==> config.mk <==
export PLATFORM = sky130hd
export DESIGN_NAME = codificador_teclado_sinc
export DESIGN_NICKNAME = d
export VERILOG_FILES = /design/src/rtl/codificador_teclado_sinc.sv
export SDC_FILE = /design/constraint.sdc
export NUM_CORES = 1
export LEC_CHECK = 0
export CAP_MARGIN = 10
export CORE_ASPECT_RATIO = 1.25
export CORE_UTILIZATION = 40
export CTS_BUF_LIST = sky130_fd_sc_hd__clkbuf_8
export CTS_CLUSTER_DIAMETER = 30
export CTS_CLUSTER_SIZE = 16
export DETAILED_ROUTE_END_ITERATION = 8
export PLACE_DENSITY_LB_ADDON = 0.15
export REMOVE_ABC_BUFFERS = 1
export SETUP_SLACK_MARGIN = 0.5
export SLEW_MARGIN = 10
export SYNTH_ARGS = -nofsm -noshare
export SYNTH_HDL_FRONTEND = slang
export SYNTH_SLANG_ARGS = --single-unit
==> constraint.sdc <==
create_clock -name clk -period 2 [get_ports clk]
set_input_delay 0.4 -clock clk [delete_from_list [all_inputs] [get_ports clk]]
set_output_delay 0.4 -clock clk [all_outputs]
set_load 0.02 [all_outputs]
==> src/rtl/codificador_teclado_sinc.sv <==
// Clocked keypad encoder: 2-flop synchroniser, debounce FSM, highest-index priority
// encode, and a valid/ack event handshake with overrun and multi-key flags.
module codificador_teclado_sinc #(
    parameter int N_KEYS          = 4,
    parameter int CODE_W          = $clog2(N_KEYS),
    parameter int DEBOUNCE_CYCLES = 16,
    parameter int CNT_W           = $clog2(DEBOUNCE_CYCLES)
) (
    input  logic              clk,
    input  logic              rst,
    input  logic [N_KEYS-1:0] in,
    output logic [CODE_W-1:0] out,
    output logic              press,
    output logic              key_valid,
    input  logic              key_ack,
    output logic              overrun,
    output logic              multi
);

    typedef enum logic [1:0] {IDLE, DEBOUNCE, PRESSED, RELEASE} state_t;

    logic [N_KEYS-1:0] sync1_q, sync2_q;
    state_t            state_q, state_d;
    logic [CNT_W-1:0]  cnt_q, cnt_d;
    logic [CODE_W-1:0] cand_q, cand_d;
    logic [CODE_W-1:0] out_q, out_d;
    logic              press_q, press_d;
    logic              key_valid_q, key_valid_d;
    logic              overrun_q, overrun_d;
    logic              multi_q, multi_d;

    logic              raw_any;
    logic [CODE_W-1:0] raw_code;
    logic              cnt_last;

    // Highest set index wins; only indices < N_KEYS can ever be produced.
    always_comb begin
        raw_any  = |sync2_q;
        raw_code = '0;
        for (int i = 0; i < N_KEYS; i++) begin
            if (sync2_q[i]) raw_code = CODE_W'(i);
        end
        multi_d  = ($countones(sync2_q) > 1);
        cnt_last = (cnt_q == CNT_W'(DEBOUNCE_CYCLES - 1));
    end

    always_comb begin
        state_d     = state_q;
        cnt_d       = cnt_q;
        cand_d      = cand_q;
        out_d       = out_q;
        press_d     = press_q;
        overrun_d   = 1'b0;
        key_valid_d = key_valid_q && !key_ack;

        case (state_q)
            IDLE: begin
                if (raw_any) begin
                    state_d = DEBOUNCE;
                    cnt_d   = '0;
                    cand_d  = raw_code;
                end
            end
            DEBOUNCE: begin
                if (!raw_any || (raw_code != cand_q)) begin
                    state_d = IDLE;
                    cnt_d   = '0;
                end else if (cnt_last) begin
                    // Acceptance overrides any same-cycle ack: the new event stays pending.
                    state_d     = PRESSED;
                    cnt_d       = '0;
                    out_d       = cand_q;
                    press_d     = 1'b1;
                    key_valid_d = 1'b1;
                    overrun_d   = key_valid_q && !key_ack;
                end else begin
                    cnt_d = cnt_q + 1'b1;
                end
            end
            PRESSED: begin
                if (!raw_any) begin
                    state_d = RELEASE;
                    cnt_d   = '0;
                end
            end
            RELEASE: begin
                if (raw_any) begin
                    state_d = PRESSED;
                    cnt_d   = '0;
                end else if (cnt_last) begin
                    state_d = IDLE;
                    cnt_d   = '0;
                    press_d = 1'b0;
                end else begin
                    cnt_d = cnt_q + 1'b1;
                end
            end
            default: begin
                state_d = IDLE;
                cnt_d   = '0;
            end
        endcase
    end

    always_ff @(posedge clk or posedge rst) begin
        if (rst) begin
            sync1_q     <= '0;
            sync2_q     <= '0;
            state_q     <= IDLE;
            cnt_q       <= '0;
            cand_q      <= '0;
            out_q       <= '0;
            press_q     <= 1'b0;
            key_valid_q <= 1'b0;
            overrun_q   <= 1'b0;
            multi_q     <= 1'b0;
        end else begin
            sync1_q     <= in;
            sync2_q     <= sync1_q;
            state_q     <= state_d;
            cnt_q       <= cnt_d;
            cand_q      <= cand_d;
            out_q       <= out_d;
            press_q     <= press_d;
            key_valid_q <= key_valid_d;
            overrun_q   <= overrun_d;
            multi_q     <= multi_d;
        end
    end

    assign out       = out_q;
    assign press     = press_q;
    assign key_valid = key_valid_q;
    assign overrun   = overrun_q;
    assign multi     = multi_q;

endmodule

==> flow_summary_export.csv <==
group,metric,value,unit
run_status,status,"complete, no violations",
yosys,synthSimpleGateAreaFrac,18.76,%
worst_hold_path,hold_path.class,"reg -> reg",
routing,antenna_left,0,
cells_and_area,num_antenna_cells,0,
routing,vias_per_cell,5.231,
cts,cts_root_buf,"clkbuf_8",
yosys,synth-adder-area-share,4.472,%
floorplan,die_x,46.88,um
routing,wl_per_cell,14.22,um
critical_path,cp_top_family,"simple AND/OR/NAND/NOR gates",
global_routing,grt_max_degree,23,
timing,fin_skew,5.525,ps
yosys,synth_mux_area_share,2.981,%
global_routing,antenna_found_initial,0,
cells_and_area,drive_above_1_share,36.80,%
routing,drc,0,
run,drv_cap,0,
cts,cts_tree,"yes",
power_and_ir_drop,power_density,860.2,nW/um^2
critical_path,arrival,1780,ps
routing,drt-total-wl,2.218,mm
cells_and_area,post-route-util,61.24,%
cells_and_area,final_common_cell,"dfrtp_1",
critical_path,criticalPathCategory,"reg -> reg",
power_and_ir_drop,power_leakage,0.6599,nW
floorplan,core_area,2282,sq um
routing,first_pass_iters,4,
timing,relSlewSlack,74.84,%
cts,path_clk_slew,80,ps
yosys,syn_area,1007,sq um
timing,report.final.slew_viol_count,0,
critical_path,cp_max_fo,6,
placement,routabilityCongestion,0.7470,
yosys,synth-edff-count,0,
yosys,synth_ff_type,"dfrtp_1",
timing,fmax,611.7,MHz
floorplan,ios,13,
critical_path,worst-path-buf-inv,0,
critical_path,cp_data_required_time,2150,ps
critical_path,crit_slowest_cell,"dfrtp_1",
timing,tns,0,ps
yosys,synth_top_family_by_area,"simple AND/OR/NAND/NOR gates",
cts,cts_max_level,1,
cells_and_area,syn2layout_area_growth,38.76,%
placement,dpl.hpwl,1.385,mm
timing,tightest_slew,374.5,ps
global_routing,grt_pass1_wl,3.505,mm
critical_path,critPathMaxStageDelay,420,ps
timing,grt_setup_unrepaired,"yes",
floorplan,fp-row-count,19,
floorplan,die_h,58.11,um
timing,period_share,81.73,%
critical_path,crit_chain,"nor4bb_1 > a31oi_1 > nand2_2 > and2_4 > mux2_4",
cells_and_area,nets,137,
cells_and_area,final_cells,156,
yosys,synth_compound_area_share,13.66,%
critical_path,start_kind,"flop",
routing,via_count,816,
cts,cts_buffer_depth,2,
timing,setup_slack,365.3,ps
power_and_ir_drop,ir_drop,0.5323,mV
timing,period_needed,1635,ps
global_routing,gr-total-overflow,0,
cells_and_area,mostFrequentLayoutCells,"dfrtp_1 (19), buf_4 (16), nor2_1 (8)",
timing,final-setup-viol-count,0,
yosys,yosysUniqueCellTypes,33,
yosys,syn_area_per_cell,10.72,sq um
yosys,ys.warnings.count,0,
placement,dp_cells,138,
yosys,synthArstFlopShare,100.0,%
floorplan,die-area,2724,sq um
yosys,synth_xor_area_share,1.739,%
floorplan,initial_core_util,44.13,%
global_routing,grt.total_usage,18.36,%
yosys,yosysSeqAreaShare,54.66,%
routing,drt_iter0_drc,25,
global_routing,grt_pass1_vias,835,
critical_path,cp-end-kind,"flop",
cts,numCtsBuffers,3,
timing,finalHoldViolCount,0,
cts,cts.sinks,22,
placement,place_ws,275.2,ps
cts,clk_latency,260,ps
yosys,ys_ff_latch,22,
placement,portBuffers,12,
yosys,synth_cells,94,
kinds of logic (layout without fill, tap and decap cells):
group / after synthesis / in the layout
compound gates: 21 / 21
xor+xnor: 2 / 2
fa+ha+maj: 3 / 3
buf+inv: 10 / 41
flops: 22 / 22
mux: 2 / 2
simple gates: 34 / 34
path summary, 6_finish.rpt:
kind / from / endpoint / slack [ps] / cells after the start
worst max-delay path: sync2_q[2] / out[0] / 370 / 5
worst min-delay path: sync1_q[1] / sync2_q[1] / 350 / 0
worst max register to register: sync2_q[2] / out[0] / 370 / 5
worst min register to register: sync1_q[1] / sync2_q[1] / 350 / 0
max in group asynchronous: rst / cand_q[0] / 1310 / 3
min in group asynchronous: rst / sync2_q[2] / 460 / 3
repair_timing:
item / 4_1_cts / 5_1_grt
pin swaps: 11 / 8
cloned: 0 / 0
buffers inserted: 13 / 2
endpoints found under the setup margin: 13 / 10
gates resized for setup: 17 / 10
hold buffers: 0 / 0
cells in the mapped netlist (2+ instances only):
library cell	number	area share (%)
mux2_4	2	3.0
dfrtp_1	22	55
nor2_1	8	3.0
clkbuf_1	2	0.75
o31ai_1	2	1.5
a21oi_1	5	2.5
inv_1	8	3.0
a31oi_1	2	1.2
xnor2_1	2	1.7
nand3_1	3	1.5
nand2_1	10	3.7
nor3_1	2	0.99
o21ai_0	4	2.0
nand2_2	2	1.2
ha_1	2	2.5
state kept, by name (all words and copies together) (netlist names):
signal,flops
cand_q,2
cnt_q,4
key_valid,1
multi,1
out,2
overrun,1
press,1
state_q,2
sync1_q,4
sync2_q,4
power breakdown:
part | internal, W | total [W] | switching, W
logic | 0.000181 | 0.000388 | 0.000207
registers | 0.000498 | 0.000541 | 0.0000426
clock network | 0.000135 | 0.000273 | 0.000139
total | 0.000814 | 0.00120 | 0.000388
cell type report:
cell class,count,area [sq um]
multi-input cells,62,478.0
well taps,31,38.79
fillers,193,884.6
clock buffers,3,41.29
inverters,8,30.03
flip-flops and latches,22,554.3
repair buffers,30,255.2
per-layer routing:
metal | wire length, um | global-route usage, %
met1 | 860 | 19.52
met2 | 1236 | 34.13
met3 | 67 | 2.804
met4 | 53 | 7.347
met5 | 0 | 0
through the flow:
stage	hold slack [ps]	area, sq um	total power, W
global placement	332.7	1181	0.0007972
detailed placement	337.2	1181	0.0008143
CTS	353.9	1344	0.001146
global route	367.5	1398	0.001261
finish	351.5	1398	0.001202
floorplan	331.2	999.7	0.0007209
No activity file was read; power rests on OpenSTA's default activity.
